<file path="config.mk">
export PLATFORM = sky130hd
export DESIGN_NAME = caesar_stream_cipher
export DESIGN_NICKNAME = d
export VERILOG_FILES = /design/src/rtl/caesar_stream_cipher.sv
export SDC_FILE = /design/constraint.sdc
export NUM_CORES = 1
export LEC_CHECK = 0
export CAP_MARGIN = 20
export CORE_UTILIZATION = 49
export DETAILED_ROUTE_END_ITERATION = 8
export GPL_ROUTABILITY_DRIVEN = 1
export PLACE_DENSITY = 0.79
export SLEW_MARGIN = 20
export SYNTH_ARGS = -nofsm -noshare
export SYNTH_HDL_FRONTEND = slang
export SYNTH_SLANG_ARGS = --single-unit
</file>
<file path="constraint.sdc">
create_clock -name clk -period 4.6 [get_ports clk]
set_input_delay 1.38 -clock clk [delete_from_list [all_inputs] [get_ports clk]]
set_output_delay 1.38 -clock clk [all_outputs]
set_load 0.05 [all_outputs]
</file>
<file path="src/rtl/caesar_stream_cipher.sv">
// Caesar shift engine with per-frame key latch, ready/valid on both sides and a
// single output register. Byte mode shifts modulo 2^DATA_W; alpha mode rotates letters only.
module caesar_stream_cipher #(
   parameter int                DATA_W     = 8,
   parameter int                KEY_W      = 16,
   parameter int                ALPHA_ONLY = 0,
   parameter logic [DATA_W-1:0] TERM       = DATA_W'(8'hFA),
   parameter int                CNT_W      = 16
) (
   input  logic              clk,
   input  logic              rst,
   input  logic [DATA_W-1:0] data_i,
   input  logic              valid_i,
   output logic              ready_o,
   input  logic [KEY_W-1:0]  key,
   input  logic              mode_i,
   output logic [DATA_W-1:0] data_o,
   output logic              valid_o,
   input  logic              ready_i,
   output logic              frame_done_o,
   output logic [CNT_W-1:0]  char_cnt_o
);

   generate
      if (ALPHA_ONLY != 0 && DATA_W != 8) begin : gIllegalCfg
         $error("caesar_stream_cipher: ALPHA_ONLY requires DATA_W == 8");
      end
   endgenerate

   typedef enum logic {IDLE, ACTIVE} state_t;

   state_t              state_q;
   logic [DATA_W-1:0]   keyShift_q;
   logic [DATA_W-1:0]   data_q;
   logic                valid_q;
   logic                isTerm_q;
   logic [CNT_W-1:0]    cnt_q;

   logic [DATA_W-1:0]   shift_d;
   logic [DATA_W-1:0]   char_d;
   logic                accept;
   logic                isTermIn;

   // Alpha mode reduces the key modulo 26 once, so the per-character path only rotates.
   function automatic logic [DATA_W-1:0] keyToShift(input logic [KEY_W-1:0] k);
      if (ALPHA_ONLY != 0)
         keyToShift = DATA_W'(k % KEY_W'(26));
      else
         keyToShift = DATA_W'(k);
   endfunction

   function automatic logic [DATA_W-1:0] shiftChar(input logic [DATA_W-1:0] c,
                                                   input logic [DATA_W-1:0] s,
                                                   input logic              enc);
      logic [7:0] c8;
      logic [7:0] s8;
      logic [7:0] base;
      logic [7:0] idx;
      logic [7:0] rot;
      logic       isLetter;
      c8       = 8'(c);
      s8       = 8'(s);
      isLetter = 1'b1;
      base     = 8'h41;
      if (c8 >= 8'h41 && c8 <= 8'h5A)
         base = 8'h41;
      else if (c8 >= 8'h61 && c8 <= 8'h7A)
         base = 8'h61;
      else
         isLetter = 1'b0;
      idx = c8 - base;
      // Decrypt adds 26 first so the subtraction never goes negative.
      rot = enc ? (idx + s8) : (idx + 8'd26 - s8);
      if (rot >= 8'd26)
         rot = rot - 8'd26;
      if (ALPHA_ONLY == 0)
         shiftChar = enc ? (c + s) : (c - s);
      else if (isLetter)
         shiftChar = DATA_W'(base + rot);
      else
         shiftChar = c;
   endfunction

   assign ready_o      = ~valid_q | ready_i;
   assign accept       = valid_i & ready_o;
   assign isTermIn     = (data_i == TERM);
   assign data_o       = data_q;
   assign valid_o      = valid_q;
   assign char_cnt_o   = cnt_q;
   assign frame_done_o = valid_q & ready_i & isTerm_q;

   // The first character of a frame uses the live key so it needs no extra cycle.
   always_comb begin
      shift_d = keyShift_q;
      if (state_q == IDLE)
         shift_d = keyToShift(key);
      char_d = isTermIn ? TERM : shiftChar(data_i, shift_d, mode_i);
   end

   always_ff @(posedge clk) begin
      if (rst) begin
         state_q    <= IDLE;
         keyShift_q <= '0;
         data_q     <= '0;
         valid_q    <= 1'b0;
         isTerm_q   <= 1'b0;
         cnt_q      <= '0;
      end else if (accept) begin
         valid_q  <= 1'b1;
         data_q   <= char_d;
         isTerm_q <= isTermIn;
         if (isTermIn) begin
            if (state_q == IDLE)
               cnt_q <= '0;
            state_q <= IDLE;
         end else if (state_q == IDLE) begin
            keyShift_q <= shift_d;
            cnt_q      <= CNT_W'(1);
            state_q    <= ACTIVE;
         end else if (cnt_q != {CNT_W{1'b1}}) begin
            cnt_q <= cnt_q + CNT_W'(1);
         end
      end else if (ready_i) begin
         valid_q <= 1'b0;
      end
   end

endmodule

</file>
==> flow_metrics.tcl <==
set metrics [dict create \
    status "finished, final reports clean" \
    synth_top_cell_area_share 0.321 \
    critical_path_arrival_ns 2.79 \
    synthTopCellsByArea "dfxtp_1, a21oi_1, ha_1" \
    fillers 359 \
    grt_setup_unrepaired "false" \
    setup_tns_ns 0 \
    irDropWorstVdd_uv 204 \
    clk_pin_slew_worst_paths_ns 0.07 \
    worstPathMaxFanout 2 \
    hold_violations 0 \
    period_share 0.906 \
    seq_area_um2 701 \
    pre_cts_slack_ns 0.202 \
    fmax_mhz 240 \
    slew_headroom 0.487 \
    p_sw_mw 0.279 \
    dieWidth_um 68.8 \
    timing.rr.start "state_q" \
    multi_input_area_um2 1410 \
    portBuffers 47 \
    clk_path_buf_depth 2 \
    diodes 0 \
    path_class "in -> out" \
    cts.sinks 35 \
    cts_hold_buf 0 \
    ys_warn_count 0 \
    fin_crit_ns 4.17 \
    synthCells 266 \
    overflow 0 \
    nets 352 \
    vias_per_cell 5.97 \
    clk_latency_ns 0.29 \
    worst_ep_required_time_ns 3.22 \
    fp.dieArea_um2 4730 \
    sw_frac_of_total 0.303 \
    cts_resized 0 \
    fin_worst_skew_ns 0.00752 \
    power_density_nw_per_um2 325 \
    p_leak_nw 1.07 \
    power_mw 0.918 \
    drc_errors 0 \
    yosysUniqueCellTypes 50 \
    async_reset_ff_frac 0 \
    tightest_slew_ns 0.769 \
    grt_max_degree 20 \
    ys_seq_elements 35 \
    detail_route.wl_per_cell_um 15.5 \
    antenna_left 0 \
    post-cts-setup-buffer-count 0 \
    root_buffer "clkbuf_8" \
    cp-start-kind "primary input" \
    first_global_vias 1973 \
    wirelength_um 5630 \
    tritoncts "yes" \
    dr.first_iter.drc_count 164 \
    final_layout_size_suffix_gt1_frac 0.0575 \
    via_count 2166 \
    synth_edf_count 0 \
    yosys.area.top_type "dfxtp_1" \
    synth_fp_nets 306 \
    internal_power_mw 0.640 \
    power_frac_comb 0.272 \
    clockPowerShare 0.364 \
    grtUsageTotal 0.265 \
    avgSynthCellArea_um2 8.21 \
    cts_buffers 5 \
    syn-cell-area_um2 2180 \
    critPathLaunch "ready_i" \
    syn2layout_area_growth_pct 29.3 \
    final_core_util 0.682 \
    core_area_um2 4140 \
    firstDrtPassIters 4 \
    cts.htree.levels 2 \
    fin_area_um2 2830 \
    hp-class "reg -> reg" \
    endpoint_kind "output pin" \
    ys.flop_type "dfxtp_1" \
    placed_cell_area_um2 2690 \
    rows 23 \
    final-max-slew-violation-count 0 \
    antenna_found_initial 0 \
    die_h_um 68.8 \
    cap_violations 0 \
    gp_congestion 0.916 \
    num_io_pins 56 \
    pwr-share-seq 0.364 \
    setup_viol 0 \
    start_util 0.527 \
    hp-start "keyShift_q[7]" \
    hpwl_um 4030 \
    ys_seq_area_frac 0.321 \
    setup_ws_ns 0.431 \
    grt_pass1_wl_um 9160 \
]
[worst max-delay path: stages]
cell	delay, ns
clkdlybuf4s50_1	0.47
and3_1	0.15
clkdlybuf4s50_1	0.79
[through the flow]
step / cells / hold slack (ns)
final: 363 / 0.484
after global routing: 363 / 0.507
after CTS: 363 / 0.485
after detailed placement: 355 / 0.473
after global placement: 355 / 0.463
after floorplan: 266 / 0.453
[power groups by stage]
stage                     logic, mW  clock network [mW]  registers (mW)
after floorplan               0.138                   0           0.372
after global routing          0.274               0.349           0.336
after detailed placement      0.243                   0           0.341
final                         0.250               0.335           0.334
after CTS                     0.249               0.339           0.334
after global placement        0.239                   0           0.340
[layout make-up]
| type | instances | area share |
|---|---|---|
| clock inverter | 2 | 0.0213 |
| tap | 50 | 0.0221 |
| clock buffer | 6 | 0.0257 |
| inverter | 9 | 0.0120 |
| multi-input combinational | 211 | 0.497 |
| timing repair buffer | 50 | 0.174 |
| sequential | 35 | 0.248 |
[synth_stat cells (all sizes together) (2+ instances only)]
cell type,number
a2111o,3
a2111oi,3
a211o,2
a211oi,6
a21o,4
a21oi,26
a221oi,2
a22oi,2
a31oi,2
a41o,2
and2,5
and3,5
buf,5
clkbuf,6
dfxtp,35
ha,10
inv,9
mux2i,12
nand2,28
nand2b,2
nand3,5
nand4,5
nor2,22
nor2b,2
nor3,10
nor3b,2
o2111ai,2
o211ai,2
o21ai,13
o31ai,4
or3,3
or4,5
xnor2,6
xor2,5
[cell families after synthesis]
logic type,synth area share
and+or+nand+nor,0.224
buffers and inverters,0.0361
AOI/OAI and AO/OA,0.249
muxes,0.0601
xor gates and xnor gates,0.0441
adders and majority gates,0.0664
DFF,0.321
[worst paths after layout]
| path | endpoint | slack (ns) | depth (start not counted) |
|---|---|---|---|
| worst max-delay path | frame_done_o | 0.43 | 3 |
| worst min-delay path | keyShift_q[7] | 0.48 | 2 |
| worst max register to register | data_o[7] | 0.99 | 10 |
| worst min register to register | keyShift_q[7] | 0.48 | 2 |
[routing by layer]
metal | routed length [um] | share of wire | track usage
met5 | 0 | 0 | 0
met4 | 74 | 0.013 | 0.112
met3 | 339 | 0.060 | 0.0477
met2 | 2630 | 0.47 | 0.438
met1 | 2580 | 0.46 | 0.337
[registers in the layout, summed over array words and instances, names as in the netlist]
register / count
data_o: 8
keyShift_q: 8
char_cnt_o: 16
valid_o: 1
isTerm_q: 1
state_q: 1
[cells in the final DEF (no fill, tap or decap), types with 2 or more instances in the layout]
master           Yosys  layout
inv_1                9       9
o2111ai_1            2       2
and2_1               5       5
a211o_1              2       2
o21ai_0             12      12
dfxtp_1             35      35
a221oi_1             2       2
buf_4                0       4
clkdlybuf4s50_1      0      46
o31ai_1              4       4
a21o_1               4       4
o211ai_1             2       2
a2111oi_0            2       2
xnor2_1              6       6
mux2i_1             12      12
a21oi_1             25      25
a211oi_1             6       6
and3_1               5       5
a2111o_1             3       3
xor2_1               5       5
nand4_1              4       4
or3_1                3       3
nor2b_1              2       2
nor2_1              22      22
a31oi_1              2       2
nor3_1              10      10
nand2_1             28      28
ha_1                10      10
or4_1                5       5
clkbuf_8             0       5
a41o_1               2       2
nor3b_1              2       2
nand2b_1             2       2
a22oi_1              2       2
bufinv_16            0       2
nand3_1              5       5
No activity file was read; power rests on OpenSTA's default activity.
